===== src/rtl/gpio_pkg.sv =====
// Shared definitions for the switch/LED peripheral: word offsets of the
// register map, edge-capture mode encoding and the identification word.
package gpio_pkg;

    localparam logic [2:0] OFF_SW_STATE = 3'd0;
    localparam logic [2:0] OFF_LED_OUT  = 3'd1;
    localparam logic [2:0] OFF_LED_SET  = 3'd2;
    localparam logic [2:0] OFF_LED_CLR  = 3'd3;
    localparam logic [2:0] OFF_LED_TGL  = 3'd4;
    localparam logic [2:0] OFF_EDGE     = 3'd5;
    localparam logic [2:0] OFF_IRQ_EN   = 3'd6;
    localparam logic [2:0] OFF_ID       = 3'd7;

    typedef enum logic [1:0] {
        EDGE_RISE = 2'd0,
        EDGE_FALL = 2'd1,
        EDGE_BOTH = 2'd2
    } edge_mode_t;

    localparam logic [7:0] ID_MAGIC = 8'hA1;

    function automatic logic [31:0] id_word(input int n_sw, input int n_led, input int mode);
        return {ID_MAGIC, 8'(n_sw), 8'(n_led), 8'(mode)};
    endfunction

endpackage


===== src/rtl/sw_debounce.sv =====
// One switch bit: multi-flop synchroniser followed by a stability counter.
// The edge pulses are asserted in the cycle before stable flips, so a
// register sampling them updates on the same clock edge as stable.
module sw_debounce #(
    parameter int SYNC_STAGES     = 2,
    parameter int DEBOUNCE_CYCLES = 4
) (
    input  logic clk,
    input  logic rst_n,
    input  logic sw,
    output logic stable,
    output logic rise_pulse,
    output logic fall_pulse
);

    localparam int CNT_W = $clog2(DEBOUNCE_CYCLES + 1);
    localparam logic [CNT_W-1:0] CNT_DONE = CNT_W'(DEBOUNCE_CYCLES);

    logic [SYNC_STAGES-1:0] sync_r;
    logic [CNT_W-1:0]       cnt_r;
    logic                   stable_r;
    logic                   sync_s;
    logic                   differ_s;
    logic [CNT_W-1:0]       cnt_inc_s;
    logic                   accept_s;

    assign sync_s    = sync_r[SYNC_STAGES-1];
    assign differ_s  = (sync_s != stable_r);
    assign cnt_inc_s = cnt_r + CNT_W'(1);
    assign accept_s  = differ_s && (cnt_inc_s == CNT_DONE);

    // Synchroniser chain for the asynchronous switch input.
    always_ff @(posedge clk or negedge rst_n) begin
        if (!rst_n) begin
            sync_r <= '0;
        end else begin
            sync_r <= {sync_r[SYNC_STAGES-2:0], sw};
        end
    end

    // Count consecutive disagreeing cycles; any agreeing cycle drops the glitch.
    always_ff @(posedge clk or negedge rst_n) begin
        if (!rst_n) begin
            cnt_r    <= '0;
            stable_r <= 1'b0;
        end else if (!differ_s) begin
            cnt_r    <= '0;
        end else if (accept_s) begin
            cnt_r    <= '0;
            stable_r <= sync_s;
        end else begin
            cnt_r    <= cnt_inc_s;
        end
    end

    assign stable     = stable_r;
    assign rise_pulse = accept_s & sync_s;
    assign fall_pulse = accept_s & ~sync_s;

endmodule


===== src/rtl/gpio_periph.sv =====
// Memory-mapped switch/LED peripheral: debounced switch state, sticky edge
// capture with W1C, maskable interrupt and LED set/clear/toggle operations.
module gpio_periph
    import gpio_pkg::*;
#(
    parameter int          N_SW            = 10,
    parameter int          N_LED           = 10,
    parameter logic [31:0] BASE_ADDR       = 32'hC000_0000,
    parameter int          SYNC_STAGES     = 2,
    parameter int          DEBOUNCE_CYCLES = 4,
    parameter int          EDGE_MODE       = 2
) (
    input  logic             clk,
    input  logic             reset,
    input  logic [31:0]      mem_addr,
    input  logic             mem_we,
    input  logic [31:0]      mem_wdata,
    output logic [31:0]      mem_rdata,
    output logic             hit,
    input  logic [N_SW-1:0]  switches,
    output logic [N_LED-1:0] leds,
    output logic             irq
);

    localparam edge_mode_t MODE = edge_mode_t'(2'(EDGE_MODE));

    logic [N_SW-1:0]  stable_s;
    logic [N_SW-1:0]  rise_s;
    logic [N_SW-1:0]  fall_s;
    logic [N_SW-1:0]  edge_set_s;
    logic [N_SW-1:0]  edge_clr_s;
    logic [N_SW-1:0]  edge_next_s;
    logic [N_SW-1:0]  irq_en_next_s;
    logic [N_LED-1:0] led_next_s;
    logic [N_SW-1:0]  edge_r;
    logic [N_SW-1:0]  irq_en_r;
    logic [N_LED-1:0] led_r;
    logic             irq_r;
    logic             hit_s;
    logic             wr_s;
    logic [2:0]       off_s;
    logic [7:0]       wr_sel_s;
    logic [N_LED-1:0] wd_led_s;
    logic [N_SW-1:0]  wd_sw_s;
    logic [31:0]      rdata_s;
    logic             unused_s;

    for (genvar i = 0; i < N_SW; i++) begin : g_sw
        sw_debounce #(
            .SYNC_STAGES     (SYNC_STAGES),
            .DEBOUNCE_CYCLES (DEBOUNCE_CYCLES)
        ) u_deb (
            .clk        (clk),
            .rst_n      (reset),
            .sw         (switches[i]),
            .stable     (stable_s[i]),
            .rise_pulse (rise_s[i]),
            .fall_pulse (fall_s[i])
        );
    end

    assign hit_s    = (mem_addr[31:5] == BASE_ADDR[31:5]);
    assign off_s    = mem_addr[4:2];
    assign wr_s     = hit_s & mem_we;
    assign wr_sel_s = wr_s ? (8'b0000_0001 << off_s) : 8'b0000_0000;
    assign wd_led_s = mem_wdata[N_LED-1:0];
    assign wd_sw_s  = mem_wdata[N_SW-1:0];
    assign unused_s = ^{mem_addr[1:0], mem_wdata};

    // Select which debounced transitions count as an edge.
    always_comb begin
        case (MODE)
            EDGE_RISE: edge_set_s = rise_s;
            EDGE_FALL: edge_set_s = fall_s;
            EDGE_BOTH: edge_set_s = rise_s | fall_s;
            default:   edge_set_s = rise_s | fall_s;
        endcase
    end

    // Next-state for LED, EDGE and IRQ_EN; a fresh edge beats a same-cycle W1C.
    always_comb begin
        led_next_s    = led_r;
        irq_en_next_s = irq_en_r;
        edge_clr_s    = wr_sel_s[OFF_EDGE] ? wd_sw_s : '0;
        edge_next_s   = (edge_r & ~edge_clr_s) | edge_set_s;
        if (wr_sel_s[OFF_LED_OUT]) begin
            led_next_s = wd_led_s;
        end else if (wr_sel_s[OFF_LED_SET]) begin
            led_next_s = led_r | wd_led_s;
        end else if (wr_sel_s[OFF_LED_CLR]) begin
            led_next_s = led_r & ~wd_led_s;
        end else if (wr_sel_s[OFF_LED_TGL]) begin
            led_next_s = led_r ^ wd_led_s;
        end else begin
            led_next_s = led_r;
        end
        if (wr_sel_s[OFF_IRQ_EN]) begin
            irq_en_next_s = wd_sw_s;
        end else begin
            irq_en_next_s = irq_en_r;
        end
    end

    // Register file state and the registered interrupt.
    always_ff @(posedge clk or negedge reset) begin
        if (!reset) begin
            led_r    <= '0;
            edge_r   <= '0;
            irq_en_r <= '0;
            irq_r    <= 1'b0;
        end else begin
            led_r    <= led_next_s;
            edge_r   <= edge_next_s;
            irq_en_r <= irq_en_next_s;
            irq_r    <= |(edge_r & irq_en_r);
        end
    end

    // Side-effect-free read mux; write-only offsets and misses read zero.
    always_comb begin
        rdata_s = 32'd0;
        if (hit_s) begin
            case (off_s)
                OFF_SW_STATE: rdata_s[N_SW-1:0]  = stable_s;
                OFF_LED_OUT:  rdata_s[N_LED-1:0] = led_r;
                OFF_EDGE:     rdata_s[N_SW-1:0]  = edge_r;
                OFF_IRQ_EN:   rdata_s[N_SW-1:0]  = irq_en_r;
                OFF_ID:       rdata_s = id_word(N_SW, N_LED, EDGE_MODE);
                default:      rdata_s = 32'd0;
            endcase
        end else begin
            rdata_s = 32'd0;
        end
    end

    assign mem_rdata = rdata_s;
    assign hit       = hit_s;
    assign leds      = led_r;
    assign irq       = irq_r;

endmodule


===== config.mk =====
export PLATFORM = sky130hd
export DESIGN_NAME = gpio_periph
export DESIGN_NICKNAME = d
export VERILOG_FILES = /design/src/rtl/gpio_pkg.sv /design/src/rtl/sw_debounce.sv /design/src/rtl/gpio_periph.sv
export SDC_FILE = /design/constraint.sdc
export NUM_CORES = 1
export LEC_CHECK = 0
export CORE_ASPECT_RATIO = 0.7
export CORE_UTILIZATION = 54
export DETAILED_ROUTE_END_ITERATION = 6
export PLACE_DENSITY = 0.86
export RECOVER_POWER = 25
export SYNTH_ARGS = -nofsm -noshare
export SYNTH_HDL_FRONTEND = slang
export SYNTH_HIERARCHICAL = 1
export SYNTH_SLANG_ARGS = --single-unit

===== constraint.sdc =====
create_clock -name clk -period 3.4 [get_ports clk]
set_clock_uncertainty 0.15 [all_clocks]
set_input_delay 0.34 -clock clk [delete_from_list [all_inputs] [get_ports clk]]
set_output_delay 0.34 -clock clk [all_outputs]
set_load 0.01 [all_outputs]

==> out/qor.yml, run 1 <==
run_status:
  outcome: "finished, violations left"
  violations: "design-rule violations"
floorplanning:
  pin_count: 121
  start_util_pct: 57.0
  dieHeight_um: 81.8
  die-area_mm2: 0.00948
  coreArea_mm2: 0.00862
  die_x_um: 116
  core.rowCount: 28
global_routing:
  overflow: 0
  grt_start_max_net_pins: 60
  antenna_found_initial: 0
  grt_pass1_vias: 4195
  grt.total_usage_pct: 27.8
  grt_pass1_wl_mm: 19.6
yosys:
  ys_seq_area_share_pct: 46.4
  synthCells: 477
  yosys_register_bits: 91
  synth_cell_type_count: 42
  netlist_area_mm2: 0.00491
  synth.avg_cell_area_um2: 10.3
  ys_warn_count: 6
timing:
  period_share_pct: 97.0
  drv_slew: 0
  setup_viol: 0
  finalCriticalPeriod_ns: 3.30
  relSlewSlack_pct: 43.9
  worstMarginPinSlew_ns: 0.838
  rsz0062_at_grt: "no"
  hold_viol_final: 0
  max_clock_freq_ghz: 0.303
  timing.setup.tns_ns: 0
flow_run:
  cap_viol_max_count: 0
layout:
  final_cell_mix: "dfrtp_1 (91), clkdlybuf4s50_1 (69), inv_1 (41)"
  layout_commonest_cell: "dfrtp_1"
  final_util_pct: 71.0
  fin_area_mm2: 0.00612
  area_delta_synth_final_pct: 24.7
  antenna_cells: 0
  drive_above_1_share_pct: 8.66
  num-nets-final: 679
hold_path:
  hp-class: "register to register"
  hold_start: "g_sw[8].u_deb/sync_r[0]"
route:
  routed_wl_mm: 12.5
  dr.pass1.iters: 7
  wl_per_cell_um: 18.2
  drt-initial-drc-count: 331
  ant_nets: 0
  vias_per_cell: 6.00
  drcViolationCount: 4
  num_vias: 4119
placement:
  gp_congestion: 0.849
  port_buffers: 80
  place_hpwl_mm: 8.86
  place_area_mm2: 0.00582
worst_setup_path:
  cpMostUsedCell: "clkdlybuf4s50_1"
  cp_slowest_cell: "clkdlybuf4s50_1"
  endpoint_kind: "output port"
  worstSetupPathType: "input pin to output port"
  crit_path_start: "mem_addr[3]"
  r2r-start: "leds[4]"
  cp-start-kind: "input pin"
  crit_path_cell_trace: "clkdlybuf4s50_1 > nand2_1 > nor2_1 > buf_4 > a22oi_1 > a21oi_1 > clkdlybuf4s50_1"
  crit_fanout: 12
  cpPeakStageDelay_ns: 0.82
  critical_path_arrival_ns: 2.81
  required_ns: 2.91
clock_tree:
  clock_path_buffers: 2
  cts_tree: "built"
  clk_pin_slew_ns: 0.06
  clk_latency_ns: 0.34
  root_buffer: "clkbuf_16"
  postCtsSetupBuffers: 0
  htreeDepth: 3
  cts_buffers: 9
  clock_sinks: 91
power_and_ir_drop:
  power.total_uw: 3120
  p_leak_uw: 0.00258
  vdd_drop_max_mv: 0.516
  power_per_cell_area_mw_per_mm2: 510
stage by stage:
stage | setup WS [ns] | hold slack [ns] | cells
2_1_floorplan | 1.11 | -0.106 | 492
3_3_place_gp | 0.165 | 0.183 | 670
3_5_place_dp | 0.0262 | 0.185 | 670
4_1_cts | 0.172 | 0.198 | 686
5_1_grt | 0.0477 | 0.204 | 686
6_report | 0.103 | 0.196 | 686
layout make-up:
type                    count  area [µm²]
clock buffers              11         253
flip-flops and latches     91        2280
well taps                 120         150
multi-input cells         322        2270
inverters                  41         154
clock inverters             4        73.8
fillers                   656        2500
repair buffers             97         941
cells in the mapped netlist:
master      n  share of area (%)
dfrtp_1    91                 46
inv_1      41                3.1
ha_1       40                 10
nor2_1     37                2.8
nor3_1     32                3.3
nand2_1    22                1.7
buf_4      21                3.2
a22oi_1    19                2.9
nor4_1     17                2.2
clkbuf_1   16                1.2
nand2b_1   12                1.5
mux2_2     11                2.5
o21ai_0    11                1.1
a2111oi_0  10                1.8
a31oi_1    10                1.3
a41oi_1    10                1.8
nor3b_1    10                1.5
xnor2_1    10                1.8
nor3b_2     9                2.3
a21oi_1     8               0.82
o211ai_1    7                1.1
a221o_1     3               0.61
nand4_1     3               0.38
nor2b_1     3               0.38
a211oi_1    2               0.31
and3_1      2               0.25
and3b_2     2               0.41
nand3_1     2               0.20
nor3_2      2               0.41
nor4b_1     2               0.36
a21o_1      1               0.15
a221oi_1    1               0.18
a222oi_1    1               0.20
a22o_1      1               0.18
and2_1      1               0.13
and3b_1     1               0.18
and4_1      1               0.18
buf_2       1               0.10
conb_1      1              0.076
nor4_4      1               0.43
nor4bb_1    1               0.20
o21a_1      1               0.15
path summary, 6_finish.rpt:
path,endpoint,slack [ns],cells past startpoint
max,mem_rdata[6],0.10,7
min,g_sw[8].u_deb/sync_r[1],0.20,0
max reg2reg,leds[4],1.56,5
min reg2reg,g_sw[8].u_deb/sync_r[1],0.20,0
max in group asynchronous,irq_en_r[9],1.91,3
min in group asynchronous,g_sw[4].u_deb/cnt_r[0],0.47,2
power breakdown:
part	internal [µW]	total (µW)	leakage [µW]	switching, µW
combinational	294	624	0.00128	330
sequential	1280	1410	0.00113	133
clock	680	1080	0.000162	404
repair_timing:
action,in CTS,in global routing
hold endpoints to repair,57,0
hold buffers,1,0
gates resized for setup,1,0
endpoints found under the setup margin,1,0
kinds of logic (layout without fill, tap and decap cells):
family	Yosys count	after routing	synth area share [%]
buffers and inverters	79	153	7.67
xor gates and xnor gates	10	10	1.78
adders and majority gates	40	40	10.2
and+or+nand+nor	160	160	18.8
other	1	16	0.0764
AOI/OAI and AO/OA	85	85	12.5
DFF	91	91	46.4
muxes	11	11	2.52
sequential cells by signal (all words and copies together) (netlist names):
| signal | cells |
|---|---|
| g_sw.u_deb/sync_r | 20 |
| irq_en_r | 10 |
| irq | 1 |
| g_sw.u_deb/stable | 10 |
| g_sw.u_deb/cnt_r | 30 |
| leds | 10 |
| edge_r | 10 |
per-layer routing:
metal / up-vias / global-route usage [%] / part of all wire, %
li1: 1851 / - / -
met1: 1998 / 34.2 / 40
met2: 232 / 46.7 / 47
met3: 38 / 7.38 / 11
met4: 0 / 11.8 / 2.0
met5: - / 0 / 0
critical path: cells and delay by family:
kind | cells | cell delay (ns)
AO/OA/AOI/OAI | 2 | 0.33
AND/OR/NAND/NOR | 2 | 0.50
buffers and inverters | 3 | 1.62
Power figures use the tool's default switching activity.
==> run 2, diff against run 1 <==
Settings changed: CORE_UTILIZATION 54 to 55, CTS_BUF_LIST from default to sky130_fd_sc_hd__clkbuf_8, PLACE_DENSITY 0.86 to 0.88.
==> out/qor.yml, run 2 (synthesis gave the netlist of run 1 again) <==
run_status:
  outcome: "finished, final reports clean"
power_and_ir_drop:
  p_leak_uw: 0.00252
  netSwitchingFraction_pct: 29.4
  pwr-share-clk_pct: 27.5
  cell_internal_pwr_uw: 1960
  p_sw_uw: 817
  power_per_cell_area_mw_per_mm2: 465
  power.total_uw: 2780
  p_comb_share_pct: 21.9
  vdd_drop_max_mv: 0.449
  power.share.sequential_pct: 50.6
clock_tree:
  cts_buffers: 9
  cts_tree: "built"
  clk_pin_slew_ns: 0.08
  clock_path_buffers: 2
  root_buffer: "clkbuf_8"
  htreeDepth: 3
  postCtsSetupBuffers: 0
  clock_sinks: 91
  clk_latency_ns: 0.37
worst_setup_path:
  critical_path_arrival_ns: 2.76
  crit_path_start: "mem_addr[4]"
  required_ns: 2.91
  endpoint_kind: "output port"
  reg2regPathDepth: 4
  r2r_end: "leds[6]"
  ff2ff_setup_slack_ns: 1.54
  r2r-start: "leds[6]"
  crit_fanout: 12
  worstSetupPathType: "input pin to output port"
  crit_end: "mem_rdata[5]"
  cp-start-kind: "input pin"
layout:
  layout_commonest_cell: "dfrtp_1"
  antenna_cells: 0
  num-nets-final: 678
  largest_reg_flops: 30
  reg_top3: "g_sw.u_deb/cnt_r x30, g_sw.u_deb/sync_r x20"
  final_cell_mix: "dfrtp_1 (91), clkdlybuf4s50_1 (69), inv_1 (42)"
  regMostFlops: "g_sw.u_deb/cnt_r"
  area_delta_synth_final_pct: 21.9
  fillers: 661
  drive_above_1_share_pct: 8.48
route:
  dr.pass1.iters: 4
  drt-initial-drc-count: 261
  vias_per_cell: 5.94
  routed_wl_mm: 11.7
  wl_per_cell_um: 17.0
  num_vias: 4077
  ant_nets: 0
  drcViolationCount: 0
placement:
  gp_congestion: 0.844
  port_buffers: 80
  post-place-ws_ns: 0.0548
  place_hpwl_mm: 8.46
global_routing:
  antenna_found_initial: 0
  grt_pass1_wl_mm: 18.6
  overflow: 0
  grt_pass1_vias: 3982
  grt.total_usage_pct: 26.6
  grt_start_max_net_pins: 63
timing:
  relSlewSlack_pct: 45.4
  setup_ws_ns: 0.147
  drv_slew: 0
  worstMarginPinSlew_ns: 0.812
  hold_viol_final: 0
  rsz0062_at_grt: "no"
  period_share_pct: 95.7
  timing.setup.tns_ns: 0
  finalCriticalPeriod_ns: 3.25
  setup_viol: 0
  max_clock_freq_ghz: 0.307
floorplanning:
  start_util_pct: 57.4
  pin_count: 121
  dieHeight_um: 81.0
  coreArea_mm2: 0.00855
  die-area_mm2: 0.00931
  die_x_um: 115
  core.rowCount: 28
hold_path:
  hp-class: "register to register"
flow_run:
  cap_viol_max_count: 0
## run 2: through the flow
step	area (µm²)	util (%)	hold WS (ns)	instances
2_1_floorplan	4960	-	-0.106	492
3_3_place_gp	5800	67.9	0.183	669
3_5_place_dp	5800	67.9	0.186	669
4_1_cts	6030	70.5	0.202	686
5_1_grt	5990	70.0	0.208	686
6_report	5990	70.0	0.199	686
## run 2: worst max-delay path, stage by stage
cell and delay, ns:
clkdlybuf4s50_1 0.63, nor2_1 0.31, and2_1 0.47, a22oi_1 0.17, a21oi_1 0.24, clkdlybuf4s50_1 0.59
## run 2: final cells by class
| cell class | count | area (µm²) | share of cell area (%) |
|---|---|---|---|
| Sequential cell | 91 | 2280 | 38.0 |
| Multi-Input combinational cell | 322 | 2270 | 37.9 |
| Timing Repair Buffer | 96 | 921 | 15.4 |
| Clock buffer | 12 | 165 | 2.76 |
| Inverter | 41 | 154 | 2.57 |
| Tap cell | 120 | 150 | 2.51 |
| Clock inverter | 4 | 47.5 | 0.794 |
## run 2: worst min-delay path by stage
stage	start	endpoint	cells past startpoint
detailed placement	g_sw[3].u_deb/sync_r[0]	g_sw[3].u_deb/sync_r[1]	0
floorplan	reset	edge_r[0]	0
global route	g_sw[2].u_deb/sync_r[0]	g_sw[2].u_deb/sync_r[1]	0
CTS	g_sw[2].u_deb/sync_r[0]	g_sw[2].u_deb/sync_r[1]	0
global placement	g_sw[5].u_deb/sync_r[0]	g_sw[5].u_deb/sync_r[1]	0
finish	g_sw[2].u_deb/sync_r[0]	g_sw[2].u_deb/sync_r[1]	0
## run 2: metal layers
| layer | vias to the layer above | GRT usage [%] | share of wire, % |
|---|---|---|---|
| li1 | 1850 | - | - |
| met1 | 1960 | 32.1 | 40 |
| met2 | 230 | 44.6 | 46 |
| met3 | 37 | 7.54 | 11 |
| met4 | 0 | 12.7 | 2.6 |
| met5 | - | 0 | 0 |
## run 2: what timing repair did
action	in CTS	in global routing
hold buffers	1	0
endpoints found under the hold margin	60	0
resized for setup	0	1
setup endpoints to repair	0	2
## run 2: power groups by stage
stage               combinational, µW  sequential, µW  clock (µW)
floorplan                         457            1390           0
global placement                  586            1410           0
detailed placement                644            1420           0
CTS                               647            1400         785
global route                      697            1430         832
finish                            609            1410         765
==> run 3, diff against run 2 <==
Settings changed: MAX_ROUTING_LAYER from default to met4.
==> out/qor.yml, run 3 (synthesis gave the netlist of run 1 again) <==
worst_setup_path:
  crit_fanout: 12
  required_ns: 2.91
  critical_path_arrival_ns: 2.70
  worstSetupPathType: "input pin to output port"
  cp-start-kind: "input pin"
  cpPeakStageDelay_ns: 0.63
  cp_slowest_cell: "clkdlybuf4s50_1"
  cpMostUsedCell: "clkdlybuf4s50_1"
  crit_path_cell_trace: "clkdlybuf4s50_1 > nor2_1 > and2_1 > a22oi_1 > a21oi_1 > clkdlybuf4s50_1"
  endpoint_kind: "output port"
timing:
  hold_viol_final: 0
  relSlewSlack_pct: 40.4
  max_clock_freq_ghz: 0.313
  finalCriticalPeriod_ns: 3.19
  worstMarginPinSlew_ns: 0.887
  whs_ns: 0.203
  rsz0062_at_grt: "no"
  period_share_pct: 94.0
  setup_viol: 0
  timing.setup.tns_ns: 0
  drv_slew: 0
clock_tree:
  cts_tree: "built"
  root_buffer: "clkbuf_8"
  clock_path_buffers: 2
  htreeDepth: 3
  clock_sinks: 91
  clk_pin_slew_ns: 0.08
  cts_buffers: 9
  clk_latency_ns: 0.37
route:
  drcViolationCount: 0
  drt-initial-drc-count: 248
  num_vias: 4041
  routed_wl_mm: 12.0
  ant_nets: 0
  dr.pass1.iters: 5
  wl_per_cell_um: 17.4
  vias_per_cell: 5.88
floorplanning:
  die_x_um: 115
  dieHeight_um: 81.0
  die-area_mm2: 0.00931
  start_util_pct: 57.4
  coreArea_mm2: 0.00855
  pin_count: 121
  core.rowCount: 28
global_routing:
  grt_start_max_net_pins: 67
  grt_pass1_vias: 3981
  overflow: 0
  grt.total_usage_pct: 28.1
  antenna_found_initial: 0
  grt_pass1_wl_mm: 19.1
layout:
  regArea_mm2: 0.00228
  antenna_cells: 0
  largest_reg_flops: 30
  drive_above_1_share_pct: 8.64
  layout_commonest_cell: "dfrtp_1"
  regMostFlops: "g_sw.u_deb/cnt_r"
  final_cell_mix: "dfrtp_1 (91), clkdlybuf4s50_1 (69), inv_1 (42)"
  multi_input_area_mm2: 0.00227
  reg_top3: "g_sw.u_deb/cnt_r x30, g_sw.u_deb/sync_r x20"
  fillers: 635
  area_delta_synth_final_pct: 21.6
  num-nets-final: 679
placement:
  place_hpwl_mm: 8.78
  port_buffers: 80
  gp_congestion: 0.847
power_and_ir_drop:
  power.share.sequential_pct: 51.6
  netSwitchingFraction_pct: 31.0
  p_leak_uw: 0.00250
  p_comb_share_pct: 22.7
  power_per_cell_area_mw_per_mm2: 455
  pwr-share-clk_pct: 25.6
  cell_internal_pwr_uw: 1870
  vdd_drop_max_mv: 0.417
  p_sw_uw: 843
hold_path:
  hp-class: "register to register"
run_status:
  outcome: "finished, final reports clean"
flow_run:
  cap_viol_max_count: 0
[run 3: cell count changes in the layout (fill, tap and decap cells not counted), sizes merged]
cell / delta
buf: +1
bufinv: -1
clkbuf: -1
clkinv: -1
clkinvlp: +2
inv: +1
[run 3: power groups by stage]
stage	clock [µW]	sequential, µW	combinational, µW
global route	755	1430	710
global placement	0	1410	587
CTS	717	1400	652
detailed placement	0	1430	648
finish	696	1400	618
floorplan	0	1390	457
[run 3: final cells by class]
type	instances	share of cell area, %
Timing Repair Buffer	97	15.6
Multi-Input combinational cell	322	38.1
Clock buffer	11	2.54
Tap cell	120	2.52
Inverter	41	2.58
Clock inverter	5	0.608
Sequential cell	91	38.2
[run 3: layer usage]
metal	track usage [%]	wire, µm	vias up
met5	-	0	-
met4	10.4	233	0
met3	9.10	1150	29
met2	44.2	5620	220
met1	34.2	4960	1935
li1	-	-	1857
[run 3: metrics by stage]
stage                     power [µW]  util [%]  cell area [µm²]  setup WS [ns]  std cells
after floorplan                 1850         -             4960           1.11        492
after global placement          2000      68.0             5810          0.244        670
after detailed placement        2070      68.0             5810         0.0729        670
after CTS                       2770      70.3             6010         0.0578        687
after global routing            2890      69.8             5970         0.0947        687
final                           2720      69.8             5970          0.205        687
[run 3: path summary, 6_finish.rpt]
check                           depth (start not counted)                     from                 endpoint  slack, ns
worst min register to register                          0  g_sw[3].u_deb/sync_r[0]  g_sw[3].u_deb/sync_r[1]       0.20
worst min-delay path                                    0  g_sw[3].u_deb/sync_r[0]  g_sw[3].u_deb/sync_r[1]       0.20
min in group asynchronous                               2                    reset   g_sw[7].u_deb/cnt_r[0]       0.45
max in group asynchronous                               3                    reset     g_sw[5].u_deb/stable       1.89
worst max register to register                          4                  leds[7]                  leds[7]       1.57
worst max-delay path                                    6              mem_addr[4]             mem_rdata[6]       0.21
[run 3: worst max-delay path: cells and delay by family]
kind / cells / cell delay [ns]
buf+inv: 2 / 1.20
simple gates: 2 / 0.79
compound gates: 2 / 0.37
[run 3: repair_timing]
item                                   4_1_cts  5_1_grt
endpoints found under the hold margin       64        0
buffers inserted                             0        0
resized for setup                            0        1
hold buffers                                 1        0
setup endpoints to repair                    0        8
